$ cat src/rtl/imem_fetch_ctrl.sv
// Fetch sequencer: owns the fetch PC, drives the imem address and buffers {pc, instr} in a 2-entry FIFO for decode.
// Latency: enable -> first push next cycle -> instr_valid_o the cycle after; 1 instr/cycle sustained.
// Backpressure: FIFO full with instr_ready_i=0 stalls fetch (PC holds); redirect flushes and overrides everything.
module imem_fetch_ctrl #(
    parameter logic [31:0] RESET_PC  = 32'h0000_0000,
    parameter int          IMEM_POS  = 4096,
    parameter int          BUF_DEPTH = 2
) (
    input  logic        clk_i,
    input  logic        rstn_i,
    input  logic        enable_i,
    input  logic        redirect_i,
    input  logic [31:0] redirect_pc_i,
    output logic [31:0] imem_pc_o,
    input  logic [31:0] imem_instr_i,
    output logic        instr_valid_o,
    input  logic        instr_ready_i,
    output logic [31:0] instr_o,
    output logic [31:0] pc_o,
    output logic        fault_o,
    output logic [31:0] fetched_cnt_o
);

    typedef enum logic [1:0] {
        ST_IDLE  = 2'd0,
        ST_RUN   = 2'd1,
        ST_FAULT = 2'd2
    } state_t;

    typedef struct packed {
        logic [31:0] pc;
        logic [31:0] instr;
    } entry_t;

    // The buffer is hard-wired to two slots; the imem wraps its own index.
    if (BUF_DEPTH != 2 || IMEM_POS <= 0 || (IMEM_POS & (IMEM_POS - 1)) != 0) begin : g_param_check
        $error("imem_fetch_ctrl: BUF_DEPTH must be 2 and IMEM_POS a power of two");
    end

    state_t      state_q, state_d;
    logic [31:0] fetch_pc_q, fetch_pc_d;
    entry_t      buf_q [2];
    entry_t      buf_d [2];
    logic        rd_ptr_q, rd_ptr_d;
    logic        wr_ptr_q, wr_ptr_d;
    logic [1:0]  count_q, count_d;
    logic [31:0] fetched_cnt_q, fetched_cnt_d;

    logic        pop;
    logic        push;
    entry_t      head;

    always_comb begin
        pop  = (count_q != 2'd0) && instr_ready_i;
        // A pop in the same cycle frees the slot the push lands in.
        push = (state_q == ST_RUN) && !redirect_i && ((count_q != 2'd2) || pop);

        state_d       = state_q;
        fetch_pc_d    = fetch_pc_q;
        buf_d         = buf_q;
        rd_ptr_d      = rd_ptr_q;
        wr_ptr_d      = wr_ptr_q;
        count_d       = count_q + {1'b0, push} - {1'b0, pop};
        fetched_cnt_d = fetched_cnt_q;

        if (pop) begin
            rd_ptr_d      = ~rd_ptr_q;
            fetched_cnt_d = fetched_cnt_q + 32'd1;
        end

        if (push) begin
            buf_d[wr_ptr_q] = '{pc: fetch_pc_q, instr: imem_instr_i};
            wr_ptr_d        = ~wr_ptr_q;
            fetch_pc_d      = fetch_pc_q + 32'd4;
        end

        if (redirect_i) begin
            count_d    = 2'd0;
            rd_ptr_d   = 1'b0;
            wr_ptr_d   = 1'b0;
            fetch_pc_d = redirect_pc_i;
            if (redirect_pc_i[1:0] != 2'b00) begin
                state_d = ST_FAULT;
            end else begin
                state_d = enable_i ? ST_RUN : ST_IDLE;
            end
        end else begin
            case (state_q)
                ST_IDLE:  if (enable_i)  state_d = ST_RUN;
                ST_RUN:   if (!enable_i) state_d = ST_IDLE;
                ST_FAULT: state_d = ST_FAULT;
                default:  state_d = ST_IDLE;
            endcase
        end
    end

    always_ff @(posedge clk_i or negedge rstn_i) begin
        if (!rstn_i) begin
            state_q       <= ST_IDLE;
            fetch_pc_q    <= RESET_PC;
            buf_q[0]      <= '0;
            buf_q[1]      <= '0;
            rd_ptr_q      <= 1'b0;
            wr_ptr_q      <= 1'b0;
            count_q       <= 2'd0;
            fetched_cnt_q <= 32'd0;
        end else begin
            state_q       <= state_d;
            fetch_pc_q    <= fetch_pc_d;
            buf_q[0]      <= buf_d[0];
            buf_q[1]      <= buf_d[1];
            rd_ptr_q      <= rd_ptr_d;
            wr_ptr_q      <= wr_ptr_d;
            count_q       <= count_d;
            fetched_cnt_q <= fetched_cnt_d;
        end
    end

    assign head          = buf_q[rd_ptr_q];
    assign imem_pc_o     = fetch_pc_q;
    assign instr_valid_o = (count_q != 2'd0);
    assign instr_o       = instr_valid_o ? head.instr : 32'd0;
    assign pc_o          = instr_valid_o ? head.pc : 32'd0;
    assign fault_o       = (state_q == ST_FAULT);
    assign fetched_cnt_o = fetched_cnt_q;

endmodule
$ cat config.mk
export PLATFORM = sky130hd
export DESIGN_NAME = imem_fetch_ctrl
export DESIGN_NICKNAME = d
export VERILOG_FILES = /design/src/rtl/imem_fetch_ctrl.sv
export SDC_FILE = /design/constraint.sdc
export NUM_CORES = 1
export LEC_CHECK = 0
export ABC_AREA = 1
export CORE_MARGIN = 1
export CORE_UTILIZATION = 30
export DETAILED_ROUTE_END_ITERATION = 6
export PLACE_DENSITY = 0.49
export SYNTH_ARGS = -nofsm -noshare
export SYNTH_HDL_FRONTEND = slang
export SYNTH_SLANG_ARGS = --single-unit
$ cat constraint.sdc
create_clock -name clk_i -period 2.9 [get_ports clk_i]
set_clock_uncertainty 0.05 [all_clocks]
set_input_delay 0.29 -clock clk_i [delete_from_list [all_inputs] [get_ports clk_i]]
set_output_delay 0.29 -clock clk_i [all_outputs]
set_load 0.01 [all_outputs]
Word level (Yosys, flattened, before mapping). Cells that the tools add are included.

Bitwise gates (word level): 4. Divide/modulo/power cells: 0. Add/subtract/negate cells: 4. Eq/ne operators: 5. Multipliers: 0. Order comparisons: 3. Shift-type cells: 0. Reductions and logical operators: 12. Muxes and demuxes: 21.

Operators by type and width (number): $mux 64 (4); $bwmux 128 (1); $mux 32 (4); $demux 64 s1 (1); $add 32x1->32 const B (1); $add 32x3->32 const B (1); $mux 2 (5); $reduce_bool 2->1 (4); $ne 3x3->1 const B (2); $pmux 2 s3 (1); $mux 1 (5); $ge 2x2->1 const B (2); $logic_and 1x1->1 (4); $not 1->2 (2); $add 2x1->2 (1); $eq 2x1->1 const B (1); $eq 2x2->1 const B (1); $logic_not 2->1 (1); $lt 2x1->1 const B (1); $ne 2x2->1 const B (1); $not 1->1 (2); $reduce_and 2->1 (1); $sub 2x1->2 (1); $logic_not 1->1 (1); $logic_or 1x1->1 (1).

Output and inout port bits: 130. Memories kept: 0. Logic and storage cells: 59. Bits in writable memories: 0. Bits in latches: 0. ROM bits: 0. Register bits after elaboration: 198. Bits of input ports: 69.

Longest topological paths before layout. Gate-level depths: netlist of run 1.

Depth after elaboration: 7. Depth in mapped cells: 10. Depth with buffers taken out: 10.

Worst setup path before layout of run 1. Ideal clock, no wire load.

Kind: reg2reg. Start: register count_q[1]. End: register count_q[1]. Buffers on the path: 2. Period minus slack after synthesis: 1.835 ns. Stages on the path, launching flop included: 10. Slack: 1.065 ns. Required time: 2.718 ns. Data arrival time: 1.654 ns. Library setup time: 0.132 ns. Cells stage by stage: dfrtp_1 nor2_1 nor2_4 buf_4 buf_2 ha_1 inv_1 ha_1 xor2_1 nor2_1.

Word-level cells in the longest chain between the ends: 7. Elaborated cells between the ends (all ways): 8. Classes of those cells: add/sub (2); eq/ne (1); mux (1); reduce/logical (4).

RTL lines: start, declared (line 46) `logic [1:0] count_q, count_d;`; start signal, assigned (line 114) `count_q <= count_d;`; $reduce_bool 2->1 (*) (line 54) `pop = (count_q != 2'd0) && instr_ready_i;`; $logic_and 1x1->1 (*) (line 54); via pop (line 49) `logic pop;`; $logic_or 1x1->1 (line 56) `push = (state_q == ST_RUN) && !redirect_i && ((count_q != 2'd2) || pop);`; $logic_and 1x1->1 (line 56); $add 2x1->2 (line 63) `count_d = count_q + {1'b0, push} - {1'b0, pop};`; $sub 2x1->2 (*) (line 63); $mux 2 (*) (line 77) `if (redirect_i) begin`; via count_d[1] (line 46).

Mark *: on every way through the listed nets, which the timed path passes. The rest lies on a longest branch. A chain may end at the register's enable or synchronous reset.

Worst setup path in the final report of run 1.
Start: register rd_ptr_q. End: output port pc_o[8].

Word-level cells in the longest chain between the ends: 5.

RTL lines: start, declared (line 44) `logic rd_ptr_q, rd_ptr_d;`; start signal, assigned (line 112) `rd_ptr_q <= rd_ptr_d;`; $not 1->2 (not written as such) (line 119) `assign head = buf_q[rd_ptr_q];`; $mux 64 (not written as such) (3 in a row) (line 119); $mux 32 (line 123) `assign pc_o = instr_valid_o ? head.pc : 32'd0;`; end, declared (line 19) `output logic [31:0] pc_o,`.

No other way between the ends. The select of a mux whose other input is x is not followed.

==> flow_metrics.py, run 1 <==
metrics = {
    "outcome": {
        "status": "finished, final reports clean",
    },
    "timing": {
        "whs_ns": 0.334,
        "finalMaxSlewViolations": 0,
        "final_hold_viol_count": 0,
        "fin_setup_tns_ns": 0,
        "setup_slack_ns": 0.102,
        "tightest_slew_ns": 0.727,
        "relSlewSlack": 0.515,
        "rsz0062_at_grt": "false",
        "setup_viol": 0,
        "period_minus_slack_ns": 2.80,
        "fin_crit_sh": 0.965,
        "max_clock_freq_ghz": 0.357,
    },
    "route": {
        "drt-vias-per-instance": 4.48,
        "via_count": 8874,
        "drc_errors": 0,
        "drt-pass1-iter-count": 6,
        "drt_wl_total_um": 29400,
        "ant_nets": 0,
        "post_drt_wl_per_cell_um": 14.9,
        "drtIter0Drc": 502,
    },
    "grt": {
        "overflow": 0,
        "grt_util_met2": 0.277,
        "use_met3": 0.0270,
        "grt_max_degree": 85,
        "antenna_found_initial": 0,
        "use_met1": 0.242,
        "gr-max-usage-layer": "met2",
        "grt_pass1_wl_um": 48100,
        "track_usage": 0.173,
        "grt_pass1_vias": 8768,
    },
    "setup_path": {
        "r2r_setup_slack_ns": 0.81,
        "critical_path_peak_fanout": 50,
        "critPathMaxStageDelay_ns": 0.61,
        "reg2reg_depth": 7,
        "worst_r2r_endpoint": "count_q[1]",
        "startpoint": "rd_ptr_q",
        "crit_slowest_cell": "dfrtp_4",
        "crit_path_end": "pc_o[8]",
        "r2r_start": "count_q[1]",
        "worstSetupPathType": "reg -> out",
        "crit_chain": "inv_2 > buf_12 > nand2_1 > a21oi_1 > clkdlybuf4s50_1",
        "worst_setup_path_start_kind": "flip-flop",
        "cp-end-kind": "output port",
        "worstPathArrival_ns": 2.46,
        "cp.required_ns": 2.56,
    },
    "placement": {
        "dpl_cell_area_mm2": 0.0127,
        "place_ws_ns": 0.577,
        "portBuffers": 198,
        "dp_hpwl_um": 20700,
        "place_congestion": 0.876,
    },
    "worst_hold_path": {
        "hold_depth": 3,
        "hold_path_class": "in -> reg",
    },
    "clocking": {
        "cts_tree": "done",
        "cts_buffers": 17,
        "cts_max_level": 4,
        "cts_root_buffer": "clkbuf_16",
        "cts_buffer_depth": 2,
        "path_clk_slew_ns": 0.08,
        "cts_num_sinks": 198,
        "post_cts_buffers": 0,
        "clock_latency_ns": 0.45,
    },
    "floorplanning": {
        "fp.coreArea_mm2": 0.0336,
        "die_h_um": 187,
        "io_pins": 199,
        "die_area_mm2": 0.0351,
        "start_util": 0.306,
        "die_w_um": 187,
        "rows": 67,
    },
    "synth": {
        "ys_seq_elements": 198,
        "syn-num-nets": 1410,
        "syn_avg_cell_area_um2": 7.70,
        "synthAdderAreaFrac": 0.00486,
        "yosys_warnings": 0,
        "ys_types": 38,
        "synth-simple-area-share": 0.273,
        "synthCells": 1337,
        "synthXorXnorAreaFrac": 0.0204,
        "seq_area_frac_synth": 0.481,
        "synth_top_family_by_area": "simple AND/OR/NAND/NOR gates",
        "synth-compound-area-share": 0.131,
        "muxShareOfSynthArea": 0,
        "netlist_area_mm2": 0.0103,
    },
    "cells_and_area": {
        "area_growth_pct": 29.5,
        "drive_above_1_share": 0.0789,
        "finalNetCount": 1594,
        "diodes": 0,
        "utilization": 0.397,
        "final_cell_area_mm2": 0.0133,
    },
    "power": {
        "ir_drop_v": 0.000448,
        "leakagePower_nw": 5.90,
        "power_density_mw_per_mm2": 653,
    },
    "flow_run": {
        "drv_cap": 0,
    },
}
-- sequential cells by signal, indices dropped and copies added, names as in the netlist --
| signal | flops |
|---|---|
| count_q | 2 |
| state_q | 2 |
| imem_pc_o | 32 |
| wr_ptr_q | 1 |
| rd_ptr_q | 1 |
| buf_q | 128 |
| fetched_cnt_o | 32 |
-- repair_timing --
action	in CTS	in global routing
endpoints found under the hold margin	79	0
hold buffers	1	0
resized for setup	0	1
endpoints found under the setup margin	0	1
-- cell usage in the layout (no fill, tap or decap), types with 6 or more instances in the layout --
cell type | netlist | layout
xor2_1 | 16 | 16
buf_12 | 0 | 8
clkdlybuf4s50_1 | 0 | 197
o21ai_0 | 38 | 38
a21oi_1 | 67 | 67
o21ai_1 | 82 | 82
nor2_4 | 7 | 8
nand3_1 | 52 | 52
buf_4 | 3 | 16
inv_1 | 125 | 125
nand2_1 | 510 | 510
nand4_1 | 6 | 6
clkbuf_16 | 0 | 17
o21ai_2 | 36 | 36
xnor2_1 | 8 | 8
dfrtp_1 | 198 | 197
nor2_1 | 85 | 84
-- worst min path at each step --
stage               slack [ns]            end         startpoint
finish                    0.33  imem_pc_o[10]  redirect_pc_i[10]
global route              0.34     state_q[0]           enable_i
CTS                       0.31  imem_pc_o[10]  redirect_pc_i[10]
detailed placement        0.36   imem_pc_o[4]             rstn_i
global placement          0.35   imem_pc_o[4]             rstn_i
floorplan                -0.06       buf_q[0]             rstn_i
-- metrics by stage --
step / power [W] / cells
3_3_place_gp: 0.00627 / 1949
4_1_cts: 0.00885 / 1981
6_report: 0.00871 / 1981
2_1_floorplan: 0.00491 / 1337
5_1_grt: 0.00924 / 1981
3_5_place_dp: 0.00630 / 1949
-- critical path, delay by kind of cell, from the launching register on --
family | cells | cell delay [ns]
buffers and inverters | 3 | 1.00
DFF | 1 | 0.61
AOI/OAI and AO/OA | 1 | 0.30
and+or+nand+nor | 1 | 0.09
-- where the power goes --
part	leakage [nW]	internal, W	switching (W)
Combinational	2.99	0.00114	0.00153
Sequential	2.60	0.00319	0.000333
Clock	0.302	0.00135	0.00116
Total	5.90	0.00568	0.00302
-- area by class of cell --
type | count | area (µm²)
multi-input cells | 952 | 4440
repair buffers | 223 | 2280
clock buffers | 19 | 453
well taps | 448 | 561
flip-flops and latches | 198 | 4960
inverters | 129 | 489
fillers | 3439 | 20300
clock inverters | 12 | 160
-- Yosys cell counts --
| cell type | number | area share |
|---|---|---|
| inv_2 | 2 | 0.00073 |
| o22ai_1 | 1 | 0.00061 |
| a21oi_1 | 67 | 0.033 |
| o21ai_1 | 82 | 0.040 |
| o21a_1 | 1 | 0.00073 |
| nand3_1 | 52 | 0.025 |
| nor3_4 | 1 | 0.0016 |
| clkbuf_1 | 14 | 0.0051 |
| nor2_2 | 5 | 0.0030 |
| dfrtp_1 | 198 | 0.48 |
| and3_1 | 1 | 0.00061 |
| clkinv_1 | 1 | 0.00036 |
| inv_6 | 1 | 0.00085 |
| nand3b_1 | 3 | 0.0022 |
| and2_1 | 2 | 0.0012 |
| nor3_1 | 5 | 0.0024 |
| o211ai_1 | 5 | 0.0036 |
| nand3_2 | 3 | 0.0029 |
| a211oi_1 | 1 | 0.00073 |
| buf_2 | 11 | 0.0053 |
| o21ai_0 | 38 | 0.018 |
| buf_1 | 5 | 0.0018 |
| xnor2_1 | 8 | 0.0068 |
| o21bai_1 | 2 | 0.0015 |
| buf_4 | 3 | 0.0022 |
| nor2_1 | 85 | 0.031 |
| o21ai_2 | 36 | 0.031 |
| nand2_1 | 510 | 0.19 |
| o221ai_1 | 2 | 0.0017 |
| xor2_1 | 16 | 0.014 |
| inv_1 | 125 | 0.046 |
| buf_6 | 25 | 0.027 |
| nand4_1 | 6 | 0.0036 |
| ha_1 | 4 | 0.0049 |
| nand2_4 | 1 | 0.0011 |
| o31ai_1 | 1 | 0.00073 |
| nand2_2 | 7 | 0.0043 |
| nor2_4 | 7 | 0.0077 |
-- logic make-up after synthesis --
family          Yosys count
compound gates          236
simple gates            688
buf+inv                 187
flops                   198
xor+xnor                 24
fa+ha+maj                 4
-- routing by layer --
layer  routed length (µm)  vias up
li1                     -     4589
met1                14400     4053
met2                13600      210
met3                 1170       22
met4                  258        0
met5                    0        -
Power figures use the tool's default switching activity.
==> run 2, diff against run 1 <==
PLACE_DENSITY = unset   (was 0.49)
==> run 2 against run 1 <==
Critical path type unchanged. Fmax rose by 2.9%. Critical path depth fell by 1. Die area stayed put. Design area is 0.32% lower. Routed wire length is 1.6% lower. Cell count fell by 0.30%. Worst hold slack improved by 0.0055 ns. Clock-buffer cell count unchanged. Worst setup slack improved by 0.078 ns. Power increased by 0.29%. Non-clock buffer count decreased by 6. Critical endpoint is now instr_o[6].
==> flow_metrics.py, run 2 (synthesized netlist as in run 1, its figures left out) <==
metrics = {
    "clocking": {
        "clock_latency_ns": 0.44,
        "path_clk_slew_ns": 0.08,
        "post_cts_buffers": 0,
        "cts_max_level": 4,
        "cts_root_buffer": "clkbuf_16",
        "cts_tree": "done",
        "cts_buffer_depth": 2,
        "cts_num_sinks": 198,
        "cts_buffers": 17,
        "cts_resized": 0,
    },
    "setup_path": {
        "crit_slowest_cell": "clkdlybuf4s50_1",
        "worstSetupPathType": "reg -> out",
        "worst_setup_path_start_kind": "flip-flop",
        "path_buf_inv": 2,
        "critical_path_peak_fanout": 21,
        "worstPathArrival_ns": 2.38,
        "critPathMaxStageDelay_ns": 0.62,
        "cp.required_ns": 2.56,
        "cp-end-kind": "output port",
        "crit_chain": "buf_4 > nand2_1 > a21oi_1 > clkdlybuf4s50_1",
        "cp_top_family": "buffers and inverters",
    },
    "cells_and_area": {
        "utilization": 0.395,
        "final_cell_count_no_fill": 1975,
        "final_cell_area_mm2": 0.0133,
        "final_common_cell": "nand2_1",
        "largest_register": "buf_q",
        "drive_above_1_share": 0.0753,
        "fillers": 3424,
        "largest_reg_flops": 128,
        "layout_common_cells": "510 x nand2_1, 197 x dfrtp_1, 197 x clkdlybuf4s50_1",
        "diodes": 0,
        "finalNetCount": 1588,
        "area_growth_pct": 29.1,
    },
    "route": {
        "drt-pass1-iter-count": 5,
        "post_drt_wl_per_cell_um": 14.7,
        "via_count": 9159,
        "drt-vias-per-instance": 4.64,
        "drtIter0Drc": 613,
        "drt_wl_total_um": 29000,
        "drc_errors": 0,
        "ant_nets": 0,
    },
    "placement": {
        "portBuffers": 198,
        "dp_hpwl_um": 20700,
        "dpl_cell_area_mm2": 0.0127,
        "place_ws_ns": 0.548,
        "place_congestion": 0.895,
        "dp_cells": 1943,
    },
    "timing": {
        "tightest_slew_ns": 0.602,
        "period_minus_slack_ns": 2.72,
        "setup_slack_ns": 0.181,
        "max_clock_freq_ghz": 0.368,
        "setup_viol": 0,
        "fin_crit_sh": 0.938,
        "fin_setup_tns_ns": 0,
        "relSlewSlack": 0.599,
        "final_hold_viol_count": 0,
        "rsz0062_at_grt": "false",
        "finalMaxSlewViolations": 0,
    },
    "flow_run": {
        "drv_cap": 0,
    },
    "outcome": {
        "status": "finished, final reports clean",
    },
    "floorplanning": {
        "die_area_mm2": 0.0351,
        "die_w_um": 187,
        "die_h_um": 187,
        "io_pins": 199,
        "rows": 67,
        "fp.coreArea_mm2": 0.0336,
        "start_util": 0.306,
    },
    "power": {
        "leakagePower_nw": 5.88,
        "ir_drop_v": 0.000416,
        "power_density_mw_per_mm2": 657,
    },
    "grt": {
        "overflow": 0,
        "antenna_found_initial": 0,
        "grt_max_degree": 79,
        "track_usage": 0.170,
        "grt_pass1_vias": 8911,
        "grt_pass1_wl_um": 47400,
    },
    "worst_hold_path": {
        "hold_path_class": "in -> async",
    },
}
run 2: worst reg2reg max path, delay by kind of cell, from the launching register on:
family	cells	cell delay, ns
flip-flops	1	0.44
AO/OA/AOI/OAI	1	0.08
buffers and inverters	2	0.61
AND/OR/NAND/NOR	4	0.71
run 2: final timing paths:
kind / from / endpoint / slack (ns) / cells past startpoint
hold reg to reg: buf_q[48] / buf_q[48] / 0.43 / 2
setup reg to reg: count_q[0] / buf_q[17] / 0.94 / 7
max in group asynchronous: rstn_i / buf_q[110] / 1.61 / 3
setup / recovery: rd_ptr_q / instr_o[6] / 0.18 / 4
hold / removal: rstn_i / buf_q[15] / 0.34 / 2
min in group clk_i: redirect_pc_i[10] / imem_pc_o[10] / 0.34 / 3
run 2: what timing repair did:
action / in CTS / in global routing
hold buffers: 1 / 0
setup endpoints to repair: 0 / 0
endpoints found under the hold margin: 59 / 0
run 2: area by class of cell:
type,instances,area [µm²],area share
clock inverter,12,165,0.0124
inverter,129,489,0.0368
multi-input combinational,952,4440,0.334
timing repair buffer,217,2230,0.168
tap,448,561,0.0422
sequential,198,4960,0.373
clock buffer,19,453,0.0341
run 2: per-stage QoR:
stage                     hold slack (ns)  total power (W)
after floorplan                   -0.0556          0.00491
after CTS                           0.318          0.00885
final                               0.339          0.00873
after detailed placement            0.269          0.00626
after global placement              0.270          0.00624
after global routing                0.336          0.00925
run 2: per-layer routing:
metal | vias to the layer above | part of all wire | GRT usage
met5 | - | 0 | 0
met4 | 0 | 0.012 | 0.0441
met3 | 26 | 0.051 | 0.0343
met2 | 245 | 0.46 | 0.264
met1 | 4316 | 0.48 | 0.241
li1 | 4572 | - | -
run 2: where the power goes:
part | internal (W) | switching (W) | total, W
clock | 0.00142 | 0.00113 | 0.00254
combinational | 0.00113 | 0.00154 | 0.00267
sequential | 0.00319 | 0.000332 | 0.00352
